### src/rtl/truth_table_sequencer.sv
// truth_table_sequencer: exhaustive stimulus/check stage for a small
// combinational block. Walks every input vector in ascending order, holds each
// one for SETTLE cycles, samples y_in on the following cycle and compares it
// against the golden truth table EXPECTED.
//
// Handshake: start is a level-sampled request, accepted only on a clock edge
// where the FSM is in IDLE or DONE; busy is high from the accept edge until the
// last vector has been checked, and done (with pass/err_count/fail_valid/
// first_fail_idx) is then held until the next accepted start or reset.
//
// Optional build macro: TRUTH_TABLE_SEQUENCER_FAIL_MASK_EN adds the per-vector
// fail_mask output.
// state_dbg exposes the FSM state: 0=IDLE, 1=WAIT, 2=CHECK, 3=DONE.
module truth_table_sequencer #(
  parameter int                  N_IN     = 3,
  parameter logic [2**N_IN-1:0]  EXPECTED = 8'h31,
  parameter int                  SETTLE   = 2      // must be >= 1
) (
  input  logic                 clk,
  input  logic                 reset,
  input  logic                 start,
  output logic [N_IN-1:0]      vec_out,
  input  logic                 y_in,
  output logic                 busy,
  output logic                 done,
  output logic                 pass,
  output logic [N_IN:0]        err_count,
  output logic                 fail_valid,
  output logic [N_IN-1:0]      first_fail_idx,
`ifdef TRUTH_TABLE_SEQUENCER_FAIL_MASK_EN
  output logic [2**N_IN-1:0]   fail_mask,
`endif
  output logic [1:0]           state_dbg
);

  localparam int                NV        = 2**N_IN;
  localparam int                WAIT_W    = $clog2(SETTLE + 1);
  localparam logic [N_IN-1:0]   LAST_IDX  = N_IN'(NV - 1);
  localparam logic [WAIT_W-1:0] WAIT_LAST = WAIT_W'(SETTLE - 1);

  typedef enum logic [1:0] {
    S_IDLE  = 2'd0,
    S_WAIT  = 2'd1,
    S_CHECK = 2'd2,
    S_DONE  = 2'd3
  } state_t;

  state_t            state;
  state_t            state_nxt;
  logic [N_IN-1:0]   idx;
  logic [WAIT_W-1:0] wait_cnt;
  logic              launch;
  logic              mismatch;

  // A run may only be (re)started from a quiescent state.
  assign launch   = ((state == S_IDLE) || (state == S_DONE)) && start;
  assign mismatch = (state == S_CHECK) && (y_in != EXPECTED[idx]);
  assign vec_out  = idx;

  // State register.
  always_ff @(posedge clk) begin
    if (reset) state <= S_IDLE;
    else       state <= state_nxt;
  end

  // Next-state logic: WAIT for SETTLE cycles, one CHECK cycle per vector.
  always_comb begin
    state_nxt = state;
    case (state)
      S_IDLE, S_DONE: if (start) state_nxt = S_WAIT;
      S_WAIT:         if (wait_cnt == WAIT_LAST) state_nxt = S_CHECK;
      S_CHECK:        state_nxt = (idx == LAST_IDX) ? S_DONE : S_WAIT;
      default:        state_nxt = S_IDLE;
    endcase
  end

  // Status outputs decoded from the state; pass is only asserted alongside done.
  always_comb begin
    busy      = (state == S_WAIT) || (state == S_CHECK);
    done      = (state == S_DONE);
    pass      = (state == S_DONE) && (err_count == '0);
    state_dbg = state;
  end

  // Vector index and settle counter; idx stops at the last vector (no wrap).
  always_ff @(posedge clk) begin
    if (reset || launch) begin
      idx      <= '0;
      wait_cnt <= '0;
    end else if (state == S_WAIT) begin
      wait_cnt <= wait_cnt + 1'b1;
    end else if (state == S_CHECK && idx != LAST_IDX) begin
      idx      <= idx + 1'b1;
      wait_cnt <= '0;
    end
  end

  // Result registers: cleared on reset and on every accepted start.
  always_ff @(posedge clk) begin
    if (reset || launch) begin
      err_count      <= '0;
      fail_valid     <= 1'b0;
      first_fail_idx <= '0;
    end else if (mismatch) begin
      err_count <= err_count + 1'b1;
      if (!fail_valid) begin
        fail_valid     <= 1'b1;
        first_fail_idx <= idx;
      end
    end
  end

`ifdef TRUTH_TABLE_SEQUENCER_FAIL_MASK_EN
  // One sticky bit per vector that mismatched in the current run.
  always_ff @(posedge clk) begin
    if (reset || launch) fail_mask      <= '0;
    else if (mismatch)   fail_mask[idx] <= 1'b1;
  end
`endif

endmodule

### config.mk
export PLATFORM = sky130hd
export DESIGN_NAME = truth_table_sequencer
export DESIGN_NICKNAME = d
export VERILOG_FILES = /design/src/rtl/truth_table_sequencer.sv
export SDC_FILE = /design/constraint.sdc
export NUM_CORES = 1
export LEC_CHECK = 0
export CORE_MARGIN = 3
export CORE_UTILIZATION = 40
export DETAILED_ROUTE_END_ITERATION = 16
export PLACE_DENSITY_LB_ADDON = 0.08
export SYNTH_ARGS = -nofsm -noshare
export SYNTH_HDL_FRONTEND = slang
export SYNTH_SLANG_ARGS = --single-unit
### constraint.sdc
create_clock -name clk -period 2.2 [get_ports clk]
set_input_delay 0.55 -clock clk [delete_from_list [all_inputs] [get_ports clk]]
set_output_delay 0.55 -clock clk [all_outputs]
set_load 0.005 [all_outputs]
==> flow_summary.toml, run 1 <==
[critical_path]
reg2reg_slack_ps = 400
end_kind = "output port"
crit_type = "flip-flop to output port"
crit_fanout = 6
worstSetupStartpointType = "flip-flop"
r2r-start = "vec_out[0]$_SDFFE_PP0P_"
reg2reg_depth = 5
path_cells = "inv_1 -> ha_4 -> inv_1 -> clkdlybuf4s50_1"
slowest_delay_ps = 490
critPathArrivalTime_ps = 1540
path_common_cell = "inv_1"
crit_required_ps = 1650
cpMaxStageDelayCell = "clkdlybuf4s50_1"

[die]
initial_core_util_pct = 45.4
rows = 15
io_pins = 20
die_w_um = 51.9
die_area_um2 = 2700
core_um2 = 1860
die_y_um = 51.9

[synth]
ys_types = 30
ys_warn_count = 0
synth-adder-area-share_pct = 13.4
synth.area.mux_share_pct = 4.90
avgSynthCellArea_um2 = 9.07
synth_top_family_by_area = "simple AND/OR/NAND/NOR gates"
syn_inst = 93
synth-xor-area-share_pct = 3.12
ys_seq_area_share_pct = 38.0
synth_compound_area_share_pct = 15.0
synthSimpleGateAreaFrac_pct = 21.7
ys_seq_elements = 16
syn-num-nets = 106
syn_area_um2 = 843

[cells_and_area]
diodes = 0
drive_gt1_share_pct = 12.8
fin_area_um2 = 1130
utilization_pct = 61.0
area_growth_pct = 34.4
nets = 131
num-fill-cells = 177

[global_route]
overflow = 0
grt_antenna_before_repair = 0
grt_use_total_pct = 14.1
grt_pass1_wl_um = 2900
grt_max_degree = 11
grt_pass1_vias = 683

[detailed_routing]
drc = 0
drtPass1Iterations = 4
drtIter0Drc = 1
wirelength_um = 1730
via_count = 711
vias_per_cell = 5.01
ant_nets = 0
wl_per_cell_um = 12.1

[timing]
timing.fmax_mhz = 479
hold_viol = 0
fin_crit_sh_pct = 94.9
period_minus_slack_ps = 2090
rsz0062_at_grt = "no"
setup_viol = 0
tns_ps = 0
slew_headroom_pct = 62.4
drv_slew = 0
worst_pin_slew_ps = 560
whs_ps = 458
clock_skew_ps = 6.89

[clocking]
clockRootBuffer = "clkbuf_4"
cts_tree = "built"
post_cts_buffers = 0
clock_sinks = 16
clk_latency_ps = 280
cts_buffer_depth = 2
cts_buffers = 3
h-tree-depth = 1
clkSlewWorstSetupHoldPaths_ps = 100

[min_path]
hp-class = "flip-flop to flip-flop"
holdPathStages = 2
worstHoldStart = "first_fail_idx[1]$_SDFFE_PP0P_"
worstHoldEndpoint = "first_fail_idx[1]$_SDFFE_PP0P_"

[job]
drv_cap = 0

[place]
post_dp_cell_area_um2 = 1070
port-buffer-count = 19
place.gp.congestion = 0.750
hpwlAfterDp_um = 1250

[pwr]
peakVddDrop_v = 0.000347
p_per_area_nw_per_um2 = 526
total_power_uw = 596
leakage_nw = 0.421

[status]
status = "completed"
-- worst max-delay path: cells and delay by family (launching register included) --
family | cells | cell delay [ps]
flops | 1 | 380
buf+inv | 3 | 620
fa+ha+maj | 1 | 260
-- worst max-delay path by stage --
stage	start	to	slack, ps	cells past startpoint
floorplan	vec_out[0]$_SDFFE_PP0P_	flip-flop	550	5
global placement	state_dbg[0]$_SDFFE_PP0P_	busy	290	4
detailed placement	y_in	first_fail_idx[0]$_SDFFE_PP0P_	270	4
CTS	state_dbg[0]$_SDFFE_PP0P_	busy	10	4
global route	state_dbg[0]$_SDFFE_PP0P_	busy	30	4
finish	state_dbg[0]$_SDFFE_PP0P_	busy	110	4
-- synthesized netlist by cell type --
cell type / instances / area (µm²)
a21o_1: 2 / 15.0
a21oi_1: 9 / 45.0
a21oi_2: 1 / 8.76
and2_1: 1 / 6.26
dfxtp_1: 16 / 320
ha_1: 9 / 113
inv_1: 8 / 30.0
inv_2: 1 / 3.75
mux2_2: 1 / 11.3
mux2i_1: 3 / 30.0
nand2_1: 9 / 33.8
nand2b_1: 1 / 6.26
nand3_1: 5 / 25.0
nand3b_1: 1 / 7.51
nor2_1: 2 / 7.51
nor2b_1: 2 / 12.5
nor3_1: 1 / 5.00
nor3_2: 1 / 10.0
nor3b_1: 1 / 7.51
nor3b_4: 1 / 18.8
nor4_1: 1 / 6.26
o21ai_0: 5 / 25.0
o311ai_0: 1 / 8.76
o31ai_1: 2 / 15.0
o41ai_1: 1 / 8.76
or2b_1: 3 / 22.5
or3_1: 1 / 6.26
or4_1: 1 / 7.51
xnor2_1: 2 / 17.5
xor2_1: 1 / 8.76
-- cell usage in the layout, fill, tap and decap left out, drive strengths merged --
cell           synthesis  final
a21o                   2      2
a21oi                 10     10
and2                   1      1
buf                    0      1
clkbuf                 0      4
clkdlybuf4s50          0     18
dfxtp                 16     16
dlymetal6s2s           0      1
ha                     9      9
inv                    9      9
mux2                   1      1
mux2i                  3      3
nand2                  9      9
nand2b                 1      1
nand3                  5      5
nand3b                 1      1
nor2                   2      2
nor2b                  2      2
nor3                   2      2
nor3b                  2      2
nor4                   1      1
o21ai                  5      5
o311ai                 1      1
o31ai                  2      2
o41ai                  1      1
or2b                   3      3
or3                    1      1
or4                    1      1
xnor2                  2      2
xor2                   1      1
-- repair_timing --
item | 4_1_cts | 5_1_grt
hold buffers | 0 | 0
endpoints found under the setup margin | 1 | 2
resized for setup | 1 | 7
-- power by group --
group / switching [mW] / total [mW] / internal [mW]
registers: 0.00731 / 0.303 / 0.296
clock network: 0.0936 / 0.194 / 0.101
logic: 0.0517 / 0.0988 / 0.0471
-- final cells by class --
| cell class | count | area (µm²) | share of cell area (%) |
|---|---|---|---|
| multi-input cells | 68 | 502 | 44.3 |
| flip-flops and latches | 16 | 330 | 29.1 |
| repair buffers | 20 | 200 | 17.7 |
| clock buffers | 4 | 36.3 | 3.20 |
| inverters | 9 | 33.8 | 2.98 |
| well taps | 25 | 31.3 | 2.76 |
-- routing by layer --
layer  GRT usage, %  up-vias  share of wire (%)
met5              0        -                  0
li1               -      376                  -
met4           3.93        0               0.70
met1           18.2      319                 47
met2           22.6       14                 48
met3           4.01        2                4.5
-- metrics by stage --
stage | setup WS (ps) | std cells
global placement | 294 | 138
detailed placement | 270 | 138
finish | 112 | 142
global route | 32.4 | 142
CTS | 10.3 | 142
floorplan | 546 | 93
-- sequential cells by signal (all words and copies together) (netlist names), named ones only --
signal          cells
vec_out             3
fail_valid          1
first_fail_idx      3
err_count           4
wait_cnt            2
state_dbg           2
-- cell families (layout without fill, tap and decap cells) --
family	count (synthesis)	in the layout
compound gates	21	21
mux	4	4
fa+ha+maj	9	9
flops	16	16
simple gates	31	31
xor+xnor	3	3
buf+inv	9	33
Note: power is estimated with default switching activity, not from simulation.
==> run 2: changes to the inputs <==
Settings changed: DONT_BUFFER_PORTS set to 1, RECOVER_POWER set to 100.
==> run 2 against run 1 <==
Effect of this change:
- final cell count is 14% lower
- global-route usage shrank 0.78 points
- maximum frequency increased by 15%
- via count is 8.9% lower
- utilization fell by 12 points
- critical path depth decreased by 1
- first-iteration DRC count grew 100%
- sequential power barely moved
- critical path type unchanged
==> flow_summary.toml, run 2 (synthesized netlist as in run 1, its figures left out) <==
[timing]
rsz0062_at_grt = "no"
setup_viol = 0
hold_viol = 0
whs_ps = 318
tns_ps = 0
slew_headroom_pct = 65.6
drv_slew = 0
worst_pin_slew_ps = 513
timing.fmax_mhz = 550
fin_crit_sh_pct = 82.7
clock_skew_ps = 4.11
period_minus_slack_ps = 1820

[critical_path]
crit_type = "flip-flop to output port"
crit_fanout = 6
crit_required_ps = 1650
worstSetupStartpointType = "flip-flop"
end_kind = "output port"
critPathArrivalTime_ps = 1270

[cells_and_area]
layout_commonest_cell = "dfxtp_1"
largest_reg_flops = 4
diodes = 0
drive_gt1_share_pct = 8.25
area_growth_pct = 8.01
nets = 111
mostFrequentLayoutCells = "dfxtp_1, inv_1, nand2_1, a21oi_1, ha_1"
fin_cells = 122
top_register = "err_count"

[clocking]
post_cts_resized = 0
post_cts_buffers = 0
postCtsHoldBufs = 0
clkSlewWorstSetupHoldPaths_ps = 90
cts_tree = "built"
cts_buffers = 3
h-tree-depth = 1
clock_sinks = 16
cts_buffer_depth = 2
clk_latency_ps = 280
clockRootBuffer = "clkbuf_4"

[pwr]
leakage_nw = 0.328
p_per_area_nw_per_um2 = 620
peakVddDrop_v = 0.000407

[die]
initial_core_util_pct = 45.4
rows = 15
die_w_um = 51.9
die_y_um = 51.9
core_um2 = 1860
die_area_um2 = 2700
io_pins = 20

[min_path]
hp-class = "input port to flip-flop"

[place]
hpwlAfterDp_um = 1220
place.gp.congestion = 0.754
placed_cells = 118
port-buffer-count = 0

[detailed_routing]
drtIter0Drc = 2
vias_per_cell = 5.31
wirelength_um = 1580
via_count = 648
drtPass1Iterations = 4
wl_per_cell_um = 13.0
drc = 0
ant_nets = 0

[job]
drv_cap = 0

[global_route]
grt_pass1_vias = 629
grt_pass1_wl_um = 2650
grt_max_degree = 11
overflow = 0
grt_antenna_before_repair = 0
grt_use_total_pct = 13.3

[status]
status = "completed"
run 2: cell type report:
type	count	area, µm²
clock buffers	4	36.3
multi-input cells	68	489
fillers	173	947
flip-flops and latches	16	320
well taps	25	31.3
inverters	9	33.8
run 2: routing by layer:
| metal | part of all wire (%) | global-route usage (%) | up-vias |
|---|---|---|---|
| li1 | - | - | 334 |
| met5 | 0 | 0 | - |
| met3 | 7.0 | 6.59 | 2 |
| met4 | 0.76 | 3.93 | 0 |
| met2 | 46 | 22.2 | 14 |
| met1 | 46 | 14.7 | 298 |
run 2: final timing paths:
check	end	slack, ps	start	depth (start not counted)
min reg2reg	wait_cnt[1]$_SDFFE_PP0P_	480	wait_cnt[1]$_SDFFE_PP0P_	2
max	busy	380	state_dbg[0]$_SDFFE_PP0P_	3
min	state_dbg[1]$_SDFFE_PP0P_	320	reset	1
max reg2reg	flip-flop	380	state_dbg[1]$_SDFFE_PP0P_	5
run 2: report_power, final:
part	internal, mW	total [mW]	switching (mW)
clock	0.101	0.193	0.0923
sequential	0.296	0.304	0.00864
combinational	0.0261	0.0670	0.0410
total	0.423	0.564	0.142
run 2: critical path, stage by stage, from the launching register on:
cell,delay (ps)
dfxtp_1,460
inv_1,70
ha_1,360
inv_1,90
run 2: through the flow:
step           setup slack (ps)  area (µm²)  total power [mW]  util (%)
6_report                    381         911             0.564      49.0
3_3_place_gp                460         875             0.378      47.1
2_1_floorplan               546         843             0.365         -
3_5_place_dp                391         875             0.380      47.1
5_1_grt                     222         911             0.603      49.0
4_1_cts                     356         911             0.574      49.0
